[src/rtl/fpu_pkg.sv]
// Shared FPU types and constants for the float-to-integer converter:
// rounding modes, converter FSM states and integer saturation limits.
package fpu;

    typedef enum logic [1:0] {
        FPU_RM_EVEN = 2'd0,
        FPU_RM_DOWN = 2'd1,
        FPU_RM_UP   = 2'd2,
        FPU_RM_ZERO = 2'd3
    } fpu_round_mode_t;

    typedef enum logic [1:0] {
        IDLE  = 2'd0,
        SHIFT = 2'd1,
        ROUND = 2'd2,
        DONE  = 2'd3
    } fpu_f2i_state_t;

    localparam logic [31:0] INT32_MAX  = 32'h7FFF_FFFF;
    localparam logic [31:0] INT32_MIN  = 32'h8000_0000;
    localparam logic [31:0] UINT32_MAX = 32'hFFFF_FFFF;

    // NaN saturates like a positive overflow, so callers pass sign & !nan as neg.
    function automatic logic [31:0] f2i_saturate(input logic neg, input logic is_signed);
        if (!neg) begin
            return is_signed ? INT32_MAX : UINT32_MAX;
        end
        return is_signed ? INT32_MIN : 32'h0000_0000;
    endfunction

endpackage

[src/rtl/fpu_f2i_round_decide.sv]
// Combinational round-increment decision for the float-to-integer converter,
// given the sign, the integer LSB and the guard/sticky bits of the discarded fraction.
module fpu_f2i_round_decide
    import fpu::*;
(
    input  logic            sign,
    input  logic            lsb,
    input  logic            guard,
    input  logic            sticky,
    input  fpu_round_mode_t mode,
    output logic            inc
);

    always_comb begin
        inc = 1'b0;
        case (mode)
            FPU_RM_EVEN: inc = guard & (sticky | lsb);
            FPU_RM_DOWN: inc = sign & (guard | sticky);
            FPU_RM_UP:   inc = ~sign & (guard | sticky);
            default:     inc = 1'b0;
        endcase
    end

endmodule

[src/rtl/fpu_float_to_int.sv]
// Multi-cycle IEEE-754 binary32 to int32/uint32 converter, one shift position per cycle.
// Exception flags are driven only when FPU_FLOAT_TO_INT_FLAGS_EN is defined; otherwise tied to 0.
module fpu_float_to_int
    import fpu::*;
(
    input  logic            clk,
    input  logic            rst_n,
    input  logic            in_valid,
    output logic            in_ready,
    input  logic [31:0]     in_float,
    input  logic            in_signed,
    input  fpu_round_mode_t in_round_mode,
    output logic            out_valid,
    input  logic            out_ready,
    output logic [31:0]     out_result,
    output logic            out_invalid,
    output logic            out_inexact
);

`ifdef FPU_FLOAT_TO_INT_FLAGS_EN
    localparam logic FLAGS_EN = 1'b1;
`else
    localparam logic FLAGS_EN = 1'b0;
`endif

    fpu_f2i_state_t  state_reg;
    fpu_round_mode_t mode_reg;
    logic            sign_reg;
    logic            signed_reg;
    logic            special_reg;
    logic            nan_reg;
    logic            left_reg;
    logic [4:0]      shift_cnt_reg;
    logic [32:0]     mag_reg;
    logic            guard_reg;
    logic            sticky_reg;
    logic            in_ready_reg;
    logic            out_valid_reg;
    logic [31:0]     result_reg;
    logic            invalid_reg;
    logic            inexact_reg;

    // Operand decode, evaluated on the accept cycle. Biased exponent 150 is e = 23.
    logic [7:0]  acc_exp;
    logic [22:0] acc_mant;
    logic        acc_nonzero;
    logic        acc_special;
    logic        acc_tiny;
    logic        acc_left;
    logic [4:0]  acc_cnt;
    logic [32:0] acc_mag;

    always_comb begin
        acc_exp     = in_float[30:23];
        acc_mant    = in_float[22:0];
        acc_nonzero = |in_float[30:0];
        acc_special = (acc_exp >= 8'd159);
        acc_tiny    = (acc_exp <= 8'd125);
        acc_left    = (acc_exp > 8'd150);
        acc_cnt     = 5'd0;
        acc_mag     = 33'd0;
        if (!acc_special && !acc_tiny) begin
            acc_mag = {9'd0, 1'b1, acc_mant};
            acc_cnt = acc_left ? 5'(acc_exp - 8'd150) : 5'(8'd150 - acc_exp);
        end
    end

    logic        round_inc;
    logic [32:0] rounded;
    logic        out_of_range;
    logic        round_invalid;
    logic        round_inexact;
    logic [31:0] round_result;

    fpu_f2i_round_decide u_round_decide (
        .sign   (sign_reg),
        .lsb    (mag_reg[0]),
        .guard  (guard_reg),
        .sticky (sticky_reg),
        .mode   (mode_reg),
        .inc    (round_inc)
    );

    // Range check is done on the rounded magnitude; a negative value that rounds
    // to magnitude 0 is a legal unsigned 0.
    always_comb begin
        rounded = mag_reg + {32'd0, round_inc};
        if (signed_reg) begin
            out_of_range = sign_reg ? (rounded > 33'h0_8000_0000) : (rounded > 33'h0_7FFF_FFFF);
        end else begin
            out_of_range = sign_reg ? (rounded != 33'd0) : rounded[32];
        end
        round_invalid = special_reg | out_of_range;
        round_inexact = ~round_invalid & (guard_reg | sticky_reg);
        if (round_invalid) begin
            round_result = f2i_saturate(sign_reg & ~nan_reg, signed_reg);
        end else if (sign_reg && signed_reg) begin
            round_result = 32'd0 - rounded[31:0];
        end else begin
            round_result = rounded[31:0];
        end
    end

    always_ff @(posedge clk or negedge rst_n) begin
        if (!rst_n) begin
            state_reg     <= IDLE;
            mode_reg      <= FPU_RM_EVEN;
            sign_reg      <= 1'b0;
            signed_reg    <= 1'b0;
            special_reg   <= 1'b0;
            nan_reg       <= 1'b0;
            left_reg      <= 1'b0;
            shift_cnt_reg <= 5'd0;
            mag_reg       <= 33'd0;
            guard_reg     <= 1'b0;
            sticky_reg    <= 1'b0;
            in_ready_reg  <= 1'b1;
            out_valid_reg <= 1'b0;
            result_reg    <= 32'd0;
            invalid_reg   <= 1'b0;
            inexact_reg   <= 1'b0;
        end else begin
            case (state_reg)
                IDLE: begin
                    if (in_valid) begin
                        sign_reg      <= in_float[31];
                        signed_reg    <= in_signed;
                        mode_reg      <= in_round_mode;
                        special_reg   <= acc_special;
                        nan_reg       <= (acc_exp == 8'hFF) && (acc_mant != 23'd0);
                        left_reg      <= acc_left;
                        shift_cnt_reg <= acc_cnt;
                        mag_reg       <= acc_mag;
                        guard_reg     <= 1'b0;
                        sticky_reg    <= acc_tiny & acc_nonzero;
                        in_ready_reg  <= 1'b0;
                        state_reg     <= (acc_cnt != 5'd0) ? SHIFT : ROUND;
                    end
                end
                SHIFT: begin
                    if (left_reg) begin
                        mag_reg <= {mag_reg[31:0], 1'b0};
                    end else begin
                        mag_reg    <= {1'b0, mag_reg[32:1]};
                        guard_reg  <= mag_reg[0];
                        sticky_reg <= sticky_reg | guard_reg;
                    end
                    if (shift_cnt_reg == 5'd1) begin
                        state_reg <= ROUND;
                    end else begin
                        shift_cnt_reg <= shift_cnt_reg - 5'd1;
                    end
                end
                ROUND: begin
                    result_reg    <= round_result;
                    invalid_reg   <= FLAGS_EN & round_invalid;
                    inexact_reg   <= FLAGS_EN & round_inexact;
                    out_valid_reg <= 1'b1;
                    state_reg     <= DONE;
                end
                DONE: begin
                    if (out_ready) begin
                        out_valid_reg <= 1'b0;
                        in_ready_reg  <= 1'b1;
                        state_reg     <= IDLE;
                    end
                end
                default: state_reg <= IDLE;
            endcase
        end
    end

    assign in_ready    = in_ready_reg;
    assign out_valid   = out_valid_reg;
    assign out_result  = result_reg;
    assign out_invalid = invalid_reg;
    assign out_inexact = inexact_reg;

endmodule

[config.mk]
export PLATFORM = sky130hd
export DESIGN_NAME = fpu_float_to_int
export DESIGN_NICKNAME = d
export VERILOG_FILES = /design/src/rtl/fpu_pkg.sv /design/src/rtl/fpu_f2i_round_decide.sv /design/src/rtl/fpu_float_to_int.sv
export SDC_FILE = /design/constraint.sdc
export NUM_CORES = 1
export LEC_CHECK = 0
export ABC_AREA = 1
export CORE_MARGIN = 8
export CORE_UTILIZATION = 35
export CTS_CLUSTER_DIAMETER = 30
export DETAILED_ROUTE_END_ITERATION = 16
export GPL_ROUTABILITY_DRIVEN = 0
export PLACE_DENSITY = 0.58
export REMOVE_ABC_BUFFERS = 1
export SETUP_SLACK_MARGIN = 0.3
export SYNTH_ARGS = -nofsm -noshare
export SYNTH_HDL_FRONTEND = slang
export SYNTH_SLANG_ARGS = --single-unit
[constraint.sdc]
create_clock -name clk -period 4 [get_ports clk]
set_input_delay 0.8 -clock clk [delete_from_list [all_inputs] [get_ports clk]]
set_output_delay 0.8 -clock clk [all_outputs]
set_load 0.03 [all_outputs]
* Word level (Yosys, flattened, before mapping)
Cells that the tools add are included.
** Cells by class
- Add/sub/neg operators :: 5
- Multiply operators :: 0
- Div/mod/pow operators :: 0
- $lt $le $gt $ge :: 5
- Equal/unequal tests :: 12
- Shifts and indexed selects :: 0
- Multiplexer cells :: 36
- Bitwise operators :: 10
- Reduce and logical (&&, ||, !) cells :: 21
** Operators by type and width (number)
- $mux W32 :: 6
- $mux W33 :: 2
- $pmux W33 S2 :: 1
- $add A33 B1 Y33 :: 1
- $gt A33 B31 Y1 const B :: 1
- $gt A33 B32 Y1 const B :: 1
- $reduce_bool A33 Y1 :: 1
- $sub A1 B32 Y32 const A :: 1
- $reduce_or A31 Y1 :: 1
- $mux W24 :: 1
- $reduce_bool A23 Y1 :: 1
- $mux W5 :: 4
- $reduce_and A3 Y1 :: 4
- $mux W1 :: 11
- $ne A2 B2 Y1 const B :: 5
- $pmux W5 S2 :: 1
- $eq A8 B8 Y1 const B :: 1
- $ge A8 B8 Y1 const B :: 1
- $gt A8 B8 Y1 const B :: 1
- $le A8 B7 Y1 const B :: 1
- $mux W2 :: 4
- $pmux W1 S2 :: 4
- $pmux W2 S4 :: 1
- $eq A2 B2 Y1 const B :: 3
- 15 further kinds :: 31
** Storage, ports and cells
- Flip-flop bits (word level) :: 83
- Bits in latches :: 0
- RAM bits :: 0
- Bits in read-only memories :: 0
- Input port bits :: 39
- Output and inout bits :: 36
- Word-level logic and storage cells :: 103
- Memories kept :: 0

* Logic depth before layout (Yosys ltp)
- Depth after elaboration :: 11
- Depth in mapped cells :: 28
- Depth with buffers taken out :: 27

* Hierarchy
From an unflattened synthesis, not the netlist that was laid out.
** Unflattened totals
- Cells, all modules :: 1126
- Area total of the unflattened synthesis :: 6974.2 µm²
** Modules (own cells, without submodules)
- fpu_float_to_int :: instances 1, cells an instance 1108, area an instance 6865.3 µm², seq. area each 2078.2 µm²
- fpu_f2i_round_decide :: instances 1, cells an instance 18, area an instance 108.9 µm², seq. area each 0.0 µm²

* Least setup slack after synthesis
Ideal clock, no wire load.
- Path kind :: register to register
- From :: register mode_reg[0]
- To :: register result_reg[10] (netlist: out_result[10])
- Library setup time :: 117 ps
- Arrival :: 3063 ps
- Required time :: 3883 ps
- Path slack :: 819 ps
- Stages on the path, launching flop included :: 26
- Buffers on the path :: 1
- Clock period less this slack :: 3181 ps
- Cell sequence :: dfrtp_1 -> inv_1 -> ha_1 -> xor2_1 -> o211ai_1 -> a21oi_1 -> ha_1 -> ha_1 -> inv_1 -> ha_1 -> nand2_1 -> nor2_1 -> nand3_1 -> nor2_1 -> nand2_1 -> nor2_2 -> nand3_1 -> nand2_1 -> nand2_2 -> nand3_4 -> nand2_2 -> nand2_4 -> buf_6 -> nand2_1 -> nand2_1 -> nand2_1
** On the way
- Word-level cells in the longest chain between the ends :: 8
- Elaborated cells on any way between the ends :: 15
- Those cells by class :: add/sub: 2; order compare: 2; eq/ne: 2; mux: 6; bitwise: 1; reduce/logical: 2
** Ends and longest elaborated chain
- start: declaration :: RTL line fpu_float_to_int.sv:27 : fpu_round_mode_t mode_reg;
- start signal: assignment :: RTL line fpu_float_to_int.sv:128 : mode_reg <= in_round_mode;
- $eq A2 B2 Y1 (tied with other cells) :: RTL line fpu_f2i_round_decide.sv:16 : case (mode)
- $pmux W1 S3 * :: RTL line fpu_f2i_round_decide.sv:16
- $add A33 B1 Y33 * :: RTL line fpu_float_to_int.sv:87 : rounded = mag_reg + {32'd0, round_inc};
- $gt A33 B31 Y1 (tied with other cells) :: RTL line fpu_float_to_int.sv:89 : out_of_range = sign_reg ? (rounded > 33'h0_8000_0000) : (rounded > 33'h0_7FFF_FFFF);
- $mux W1 (on tied branches) :: RTL line fpu_float_to_int.sv:89, fpu_float_to_int.sv:91
- $mux W1 :: RTL line fpu_float_to_int.sv:88 : if (signed_reg) begin
- $or A1 B1 Y1 :: RTL line fpu_float_to_int.sv:93 : round_invalid = special_reg | out_of_range;
- $mux W32 * :: RTL line fpu_float_to_int.sv:95 : if (round_invalid) begin
- end signal: assignment :: RTL line fpu_float_to_int.sv:155 : result_reg <= round_result;
- end: declaration :: RTL line fpu_float_to_int.sv:39 : logic [31:0] result_reg;
Mark *: on every way between the ends. The rest lies on a longest branch, timed or not.
A chain may end at the register's enable or synchronous reset.

* Worst setup path in the final report
- From :: register mode_reg[0]
- To :: register result_reg[3] (netlist: out_result[3])
Same word-level chain as after synthesis.

==> summary.txt <==
Setup path
  – Source of the critical timing path: mode_reg[0]
  – Type of element capturing the critical path: register
  – Depth of the worst register-to-register path: 26
  – Startpoint types: register
  – Worst setup path category: register to register
  – R2R Setup Slk: between 300 and 400 ps
  – Required @ worst endpoint: ~4200 ps
  – Data arrival time at the worst-slack endpoint: between 3000 and 4000 ps
  – Reg-to-Reg Start: mode_reg[0]
  – RR Endpoint: out_result[3]
  – Largest driver fanout on the critical path: 8

Floorplanning
  – DIE HEIGHT: 155 um
  – Std-Cell Core Area: between 15,000 and 20,000 sq um
  – # rows: 51
  – Floorplan die width: 155 um
  – Number of top-level pins: between 70 and 80
  – Overall die area: around 24,000 sq um
  – Effective utilization at floorplan: 0.353

GRT
  – Global-route usage over all layers: 0.171
  – Number of antenna violations at the first check in global routing: 0
  – Remaining Overflow, GRT: 0
  – Via count of the first global-routing pass: 6,582
  – Wire length of the first global-routing pass: ~34 mm
  – Maximum number of pins on one net before global-route repair: 60

Final layout
  – Ratio of cells with drive above 1 in the final layout: 0.142
  – P&R area growth vs syn: 27.8%
  – Antenna fix cells: 0
  – Largest register FFs: 33
  – Net total in the final layout: around 1,200
  – Fill cell total of the finished layout: approximately 2,100
  – Final instance area: 8690 sq um
  – Final non-filler cell total: 1,431

Clocking
  – # H-tree levels: 3
  – Buffer type at the clock tree root: clkbuf_16
  – Number of buffers between clock root and the deepest sink: 2
  – Worst skew pair latency: 350 ps
  – TritonCTS Buffers: 9
  – Reg clk slew, reported paths: 60 ps
  – TritonCTS clock tree: yes
  – Number of clock sinks: 83
  – Cts hold-fix bufs: 0

Logic synthesis
  – Instance count of the mapped netlist: 1,084
  – Top post-synthesis cells by count: nand2_1 (390), nor2_1 (117), inv_1 (104)
  – Register area share after synthesis: 0.306
  – Number of enable-type register cells in the synthesized netlist: 0
  – Cell with the most instances after synthesis: nand2_1
  – Number of synthesis warnings: 0
  – Avg Synthesized Cell Area: 6.27 sq um
  – Top cell type's share of synthesized area: 0.302
  – Netlist Area Pre-Place: 6800 sq um
  – Seq cells post-synth: 83
  – Post-synth top flop: dfrtp_1
  – Synth top area cells: dfrtp_1 (30%), nand2_1 (22%), nor2_1 (6.5%), nand3_1 (6.3%), inv_1 (5.7%)
  – Library cell with the largest summed area after synthesis: dfrtp_1
  – Async SR Flop Fraction: 1.00
  – Unique cell type count in the Yosys netlist: 39

STA
  – Final total negative setup slack: 0 ps
  – Final critical-path required period: ~3600 ps
  – Setup repair after global routing missed its margin: yes
  – Maximum clock skew at final layout: 7.90 ps
  – Final-layout worst hold slack: 402 ps
  – Final count of pins violating max slew: 0
  – Setup-failing EPs final: 0
  – Worst slew pin tran: between 1000 and 1500 ps
  – F_max: roughly 280 MHz
  – Max-Slew Margin vs Limit: 0.280
  – Endpoints failing hold: 0
  – Share of the cycle needed by the critical path after routing: 0.904

Route
  – Average routed wire per standard cell: 14.8 um
  – Total via count after detailed routing: 7,148
  – Total wire length after detailed routing: 21.1 mm
  – First DRT Iteration DRCs: 560
  – Post-route antenna net violation count: 0
  – Post-detailed-route via-to-cell ratio: 5.00
  – First-pass detailed-route iteration total: 5
  – DRC violations left: 0

Pwr
  – Peak ir drop on the vdd network: 302 uV
  – Static leakage: about 4.0 nW
  – Final Total Pwr: ~0.0076 W
  – Power per standard cell area: 869 nW/um^2

Placement
  – Post-Place Cells: 1,393
  – Number of input and output port buffers inserted: between 70 and 80
  – Hpwl dp: approximately 15 mm
  – Area after detailed placement: 7750 sq um

Flow run
  – Max Cap Violations: 0

Status
  – Outcome: finished clean

Hold path
  – Type of the worst min-delay path: input port to asynchronous set/reset pin
cell usage in the layout, fill, tap and decap left out, types with 25 or more instances in the layout:
cell type and instances:
buf_4 25, a31oi_1 25, dfrtp_1 82, clkdlybuf4s50_1 71, nand2_1 350, inv_1 97, o21ai_0 63, nand2_2 42
nor2_1 100, a21oi_1 31, nand3_1 76
cells by family after synthesis:
group                    Yosys count  synth area share
flip-flops                        83             0.306
buffers and inverters            146            0.0863
AND/OR/NAND/NOR                  652             0.407
XOR/XNOR                          32            0.0412
adder cells (fa/ha/maj)           21            0.0386
AO/OA/AOI/OAI                    149             0.121
other                              1          0.000551
stage by stage:
stage	util	worst slack (ps)
after floorplan	-	-199
after global placement	0.402	268
after detailed placement	0.402	213
after CTS	0.422	302
after global routing	0.451	167
final	0.451	383
worst max-delay path, stage by stage, from the launching register on:
cell	delay (ps)
dfrtp_1	390
inv_2	90
ha_4	130
xor2_1	180
o211ai_1	110
a21oi_1	170
ha_2	270
ha_4	180
nand3_4	130
inv_6	120
nand2_4	70
nor2_4	200
nand2_2	90
nand2_2	80
nand2_4	80
nor2_4	140
inv_2	60
nor2_2	120
nand3_1	90
nand2_1	80
nand2_2	70
nand3_4	170
nand2_8	130
nand2_8	160
nand2_1	80
nand2_1	60
nand2_1	50
routing by layer:
metal / part of all wire / wire length, um / global-route usage / vias up
li1: - / - / - / 3644
met1: 0.49 / 10400 / 0.246 / 3283
met2: 0.44 / 9220 / 0.254 / 189
met3: 0.044 / 924 / 0.0205 / 32
met4: 0.028 / 590 / 0.0707 / 0
met5: 0 / 0 / 0 / -
worst max-delay path by stage:
stage | end | slack [ps] | cells after the start
floorplan | shift_cnt_reg[4] | -200 | 9
global placement | out_result[1] | 270 | 24
detailed placement | out_result[1] | 210 | 26
CTS | out_result[16] | 300 | 26
global route | out_result[28] | 170 | 24
finish | out_result[3] | 380 | 26
layout make-up:
class / instances / area, sq um / area share
Multi-Input combinational cell: 860 / 4580 / 0.527
Clock buffer: 11 / 233 / 0.0268
Timing Repair Buffer: 100 / 980 / 0.113
Sequential cell: 83 / 2080 / 0.239
Inverter: 108 / 410 / 0.0472
Tap cell: 265 / 332 / 0.0381
Clock inverter: 4 / 76.3 / 0.00878
power by group:
group / switching (W) / leakage [nW] / total (W) / internal [W]
Sequential: 0.000440 / 1.02 / 0.00169 / 0.00125
Combinational: 0.00316 / 2.88 / 0.00496 / 0.00180
Clock: 0.000358 / 0.146 / 0.000904 / 0.000545
timing repair:
action / CTS / global route
pin swaps: 2 / 20
gates cloned: 2 / 4
resized for setup: 8 / 107
buffers inserted: 0 / 17
endpoints found under the setup margin: 32 / 32
(Power assumes the default switching activity.)
